`config.mk`:
```
export PLATFORM = sky130hd
export DESIGN_NAME = line_fetch_engine
export DESIGN_NICKNAME = d
export VERILOG_FILES = /design/src/rtl/line_fetch_engine.sv
export SDC_FILE = /design/constraint.sdc
export NUM_CORES = 1
export LEC_CHECK = 0
export ABC_AREA = 1
export CAP_MARGIN = 20
export CORE_ASPECT_RATIO = 1.5
export CORE_MARGIN = 1.5
export CORE_UTILIZATION = 25
export DETAILED_ROUTE_END_ITERATION = 7
export PLACE_DENSITY = 0.52
export SKIP_CTS_REPAIR_TIMING = 1
export SYNTH_ARGS = -nofsm -noshare
export SYNTH_HDL_FRONTEND = slang
export SYNTH_SLANG_ARGS = --single-unit
```
`constraint.sdc`:
```
create_clock -name clk -period 2.7 [get_ports clk]
set_clock_uncertainty 0.1 [all_clocks]
set_input_delay 0.54 -clock clk [delete_from_list [all_inputs] [get_ports clk]]
set_output_delay 0.54 -clock clk [all_outputs]
set_load 0.005 [all_outputs]
```
`src/rtl/line_fetch_engine.sv`:
```
// Line fetch engine: refills a cache line from external memory, or writes a victim line back.
// Optional build macro LINE_FETCH_STAT_EN adds saturating refill/write-back completion counters.
`timescale 1ns/1ps
module line_fetch_engine #(
    parameter int unsigned addr_width = 32,
    parameter int unsigned list_depth = 4,
    parameter int unsigned data_width = 32,
    parameter int unsigned list_width = 32,
    localparam int unsigned TW = $clog2(list_depth),
    localparam int unsigned IW = $clog2(list_width)
) (
    input  logic                  clk,
    input  logic                  rst_n,
    input  logic                  fetch_req,
    input  logic [1:0]            fetch_cmd,
    input  logic [TW-1:0]         fetch_tag,
    input  logic [addr_width-1:0] fetch_addr,
    output logic                  fetch_gnt,
    output logic                  fetch_done,
    output logic                  ext_req,
    output logic                  ext_we,
    output logic [addr_width-1:0] ext_addr,
    output logic [data_width-1:0] ext_wdata,
    input  logic                  ext_gnt,
    input  logic [data_width-1:0] ext_rdata,
    input  logic                  ext_rdata_valid,
    output logic                  mem_wen,
    output logic [TW+IW-1:0]      mem_waddr,
    output logic [data_width-1:0] mem_wdata,
    output logic                  mem_ren,
    output logic [TW+IW-1:0]      mem_raddr,
    input  logic                  mem_rready,
    input  logic [data_width-1:0] mem_rdata,
    input  logic                  mem_rdata_valid,
    output logic [15:0]           stat_refill_cnt,
    output logic [15:0]           stat_wb_cnt
);

    localparam int unsigned Bytes = data_width / 8;
    localparam logic [IW-1:0] LastIdx = IW'(list_width - 1);

    typedef enum logic [2:0] {
        StIdle, StRfIssue, StRfDrain, StWbRd, StWbWait, StWbWr, StDone
    } state_e;

    state_e                  state_q;
    logic [TW-1:0]           tag_q;
    logic [addr_width-1:0]   addr_q;
    logic [IW-1:0]           issue_idx_q;
    logic [IW-1:0]           recv_idx_q;
    logic [data_width-1:0]   hold_q;
    logic                    rf_active;

    assign rf_active = (state_q == StRfIssue) || (state_q == StRfDrain);

    always_ff @(posedge clk or negedge rst_n) begin
        if (!rst_n) begin
            state_q     <= StIdle;
            tag_q       <= '0;
            addr_q      <= '0;
            issue_idx_q <= '0;
            recv_idx_q  <= '0;
            hold_q      <= '0;
        end else begin
            unique case (state_q)
                StIdle: begin
                    if (fetch_req) begin
                        tag_q       <= fetch_tag;
                        addr_q      <= fetch_addr;
                        issue_idx_q <= '0;
                        recv_idx_q  <= '0;
                        if (fetch_cmd[1])      state_q <= StDone;
                        else if (fetch_cmd[0]) state_q <= StRfIssue;
                        else                   state_q <= StWbRd;
                    end
                end
                StRfIssue: begin
                    if (ext_gnt) begin
                        issue_idx_q <= issue_idx_q + 1'b1;
                        if (issue_idx_q == LastIdx) state_q <= StRfDrain;
                    end
                end
                StRfDrain: ;
                StWbRd: begin
                    if (mem_rready) state_q <= StWbWait;
                end
                StWbWait: begin
                    if (mem_rdata_valid) begin
                        hold_q  <= mem_rdata;
                        state_q <= StWbWr;
                    end
                end
                StWbWr: begin
                    if (ext_gnt) begin
                        if (issue_idx_q == LastIdx) begin
                            state_q <= StDone;
                        end else begin
                            issue_idx_q <= issue_idx_q + 1'b1;
                            state_q     <= StWbRd;
                        end
                    end
                end
                StDone:  state_q <= StIdle;
                default: state_q <= StIdle;
            endcase
            // Response side runs independently of issue; last response ends the refill.
            if (mem_wen) begin
                recv_idx_q <= recv_idx_q + 1'b1;
                if (recv_idx_q == LastIdx) state_q <= StDone;
            end
        end
    end

    assign fetch_gnt  = (state_q == StIdle);
    assign fetch_done = (state_q == StDone);
    assign ext_req    = (state_q == StRfIssue) || (state_q == StWbWr);
    assign ext_we     = (state_q == StWbWr);
    assign ext_addr   = addr_q + addr_width'(issue_idx_q) * addr_width'(Bytes);
    assign ext_wdata  = hold_q;
    assign mem_wen    = rf_active && ext_rdata_valid;
    assign mem_waddr  = {tag_q, recv_idx_q};
    assign mem_wdata  = mem_wen ? ext_rdata : '0;
    assign mem_ren    = (state_q == StWbRd);
    assign mem_raddr  = {tag_q, issue_idx_q};

`ifdef LINE_FETCH_STAT_EN
    logic [1:0]  cmd_q;
    logic [15:0] refill_cnt_q;
    logic [15:0] wb_cnt_q;

    always_ff @(posedge clk or negedge rst_n) begin
        if (!rst_n) begin
            cmd_q        <= '0;
            refill_cnt_q <= '0;
            wb_cnt_q     <= '0;
        end else begin
            if (state_q == StIdle && fetch_req) cmd_q <= fetch_cmd;
            if (state_q == StDone) begin
                if (cmd_q == 2'b01 && refill_cnt_q != 16'hFFFF) refill_cnt_q <= refill_cnt_q + 1'b1;
                if (cmd_q == 2'b00 && wb_cnt_q != 16'hFFFF)     wb_cnt_q     <= wb_cnt_q + 1'b1;
            end
        end
    end

    assign stat_refill_cnt = refill_cnt_q;
    assign stat_wb_cnt     = wb_cnt_q;
`else
    assign stat_refill_cnt = '0;
    assign stat_wb_cnt     = '0;
`endif

endmodule

```
==> results by group <==
Placement
  – GPL Wtd Cong: slightly below 0.9
  – Setup WS pre-CTS: -237 ps
  – I/O Buffers: ~220
  – Placed Cells: about 1100
  – Placement Cell Area: 7480 sq um
  – Hpwl dp: about 13000 um

GRT
  – Largest net degree at the start of global routing: a little over 40
  – Grt ovf: 0
  – First-pass GRT wire length: about 26000 um
  – Antenna violations before repair: 0
  – Gr usage total: 0.158
  – Vias in the first global route: 4837

STA
  – Worst Setup Slack, final: -102 ps
  – Worst Tran Pin Value: 567 ps
  – Hold Vio Cnt, Final: 0
  – Post-route minimum period: between 2000 and 3000 ps
  – Setup TNS: -550 ps
  – Slew Viols, Final: 0
  – Final setup violation count: 11
  – Max Clock Freq: approximately 0.36 GHz
  – Hold WS: 73.8 ps
  – Max-slew headroom: 0.622
  – RSZ-0062 raised after global routing: true
  – Fin crit share: 1.04

Finish
  – Final net count: 1041
  – Finished Cell Area: between 8000 and 9000 sq um
  – Layout cells sized above 1: 0.175
  – Layout fillers: 2047
  – Fin util: 0.423
  – Commonest non-fill, non-tap cell in the layout: nand2_1
  – Area Overhead vs Synth: 66.5%
  – Commonest non-fill, non-tap cells in the layout: 189 x nand2_1, 167 x clkdlybuf4s50_1, 78 x nor2_1
  – Fin cells: around 1200
  – Antenna cell count: 0

Floorplanning
  – Die Y: 176 um
  – Core area: just under 20000 sq um
  – Initial Util: 0.254
  – Row Count: 63
  – Area of the die: 20900 sq um
  – Die X: roughly 120 um
  – Boundary pin count: approximately 260

Critical path
  – Worst Path Max Fanout: 4
  – Reg-to-reg startpoint: state_q[2]
  – CP arrival: approximately 2200 ps
  – Reg2Reg Setup Slack: between 400 and 500 ps
  – Worst R2R Path Depth: 9
  – Worst R2R End: addr_q[3]
  – Worst Setup Path Type: reg -> out
  – Crit end category: primary output
  – CP startpoint kind: register
  – Required @ worst endpoint: 2060 ps

Drt
  – Drt total wl: around 17000 um
  – Vias per cell: approximately 4
  – DRC: 0
  – ANT nets after route: 0
  – Initial DRC count: roughly 170
  – Via count: roughly 4900
  – Detailed Routing Iterations Pass 1: 5
  – Routed len/inst: ~14 um

Synth
  – Mapped Area: 5000 sq um
  – Post-Syn Instances: between 600 and 700
  – Synth Flop Type: dfrtp_1
  – Seq cells post-synth: slightly below 80
  – Number of synthesis warnings: 0
  – EDFF count, synth: 0
  – Asr flop ratio synth: 1.00
  – Post-synth cell types: 33
  – Syn_area_per_cell: roughly 7.5 sq um
  – Post-synthesis sequential area ratio: 0.395

Status
  – Outcome: finished with violations
  – Failing checks: negative setup slack

Power and ir drop
  – Pwr dens: around 900 nW/um^2
  – Leakage: ~4.6 nW
  – Pwr Total: 7.51 mW
  – Worst VDD drop: 0.000345 V

Clocking
  – CTS root buf: clkbuf_16
  – CTS tree: yes
  – Clock tree buffer depth: 2
  – Clk Latency, worst-skew pair: roughly 350 ps
  – Htree depth: 3
  – Total CTS buffers: 9
  – CTS clk-pin slew, worst paths: 70 ps
  – Clock sink total: 79

Run
  – Max cap viols: 0

Worst hold path
  – Hold Crit Class: in -> async
cells by family (layout without fill, tap and decap cells):
family	Yosys count	in the layout	synth area share
and+or+nand+nor	373	373	0.316
buffers and inverters	136	370	0.144
DFF	79	79	0.395
muxes	32	32	0.0720
AOI/OAI and AO/OA	18	18	0.0203
xor gates and xnor gates	13	13	0.0228
adders and majority gates	11	11	0.0290
other	1	32	0.000750
worst max-delay path by stage:
stage                              start      endpoint  slack, ps  cells after the start
after floorplan           issue_idx_q[0]  ext_addr[10]        360                      9
after global routing      issue_idx_q[0]  ext_addr[24]       -240                     14
after detailed placement  issue_idx_q[0]  ext_addr[24]       -240                     11
final                          addr_q[5]  ext_addr[24]       -100                     14
after CTS                 issue_idx_q[0]  ext_addr[24]       -630                     11
after global placement    issue_idx_q[0]  ext_addr[24]       -180                     11
critical path: stages (launching register included):
cell	delay, ps
dfrtp_1	440
ha_4	290
buf_4	140
nand2_1	50
nand2_1	80
inv_2	80
nand2_4	60
buf_6	110
nand2_2	60
nand2_4	60
buf_4	140
nand2_1	50
nand2_1	40
nand2_1	90
clkbuf_2	110
per-layer routing:
layer  GRT usage  share of wire
met5           0              0
met4      0.0678          0.023
met3      0.0368          0.055
met2       0.292           0.54
met1       0.172           0.39
registers in the layout, indices dropped and copies added, names as in the netlist:
register     cells
recv_idx_q       5
issue_idx_q      5
state_q          3
addr_q          32
ext_wdata       32
tag_q            2
synth_stat cells (2+ instances only):
library cell | count | area [sq um]
a21oi_1 | 11 | 55.1
buf_4 | 45 | 338
mux2_2 | 25 | 282
ha_1 | 10 | 125
buf_6 | 5 | 56.3
inv_1 | 78 | 293
clkbuf_1 | 3 | 11.3
o21ai_0 | 3 | 15.0
inv_2 | 3 | 11.3
xnor2_1 | 3 | 26.3
xor2_1 | 10 | 87.6
nor2_1 | 85 | 319
dfrtp_1 | 79 | 1980
o21ai_2 | 2 | 17.5
nand4_1 | 4 | 25.0
buf_2 | 2 | 10.0
mux2_1 | 7 | 78.8
nand3_1 | 54 | 270
nand3b_1 | 12 | 90.1
nand2_1 | 208 | 781
nor2_4 | 2 | 22.5
area by class of cell:
class / instances / area [sq um] / share of cell area
Clock buffer: 9 / 225 / 0.0270
Inverter: 81 / 307 / 0.0368
Multi-Input combinational cell: 479 / 2640 / 0.317
Timing Repair Buffer: 273 / 2710 / 0.325
Clock inverter: 7 / 145 / 0.0174
Tap cell: 260 / 325 / 0.0391
Sequential cell: 79 / 1980 / 0.238
where the power goes:
part / switching, mW / internal, mW / total (mW)
clock: 0.534 / 1.00 / 1.53
sequential: 0.496 / 1.72 / 2.22
combinational: 1.68 / 2.08 / 3.76
Power figures use the tool's default switching activity.
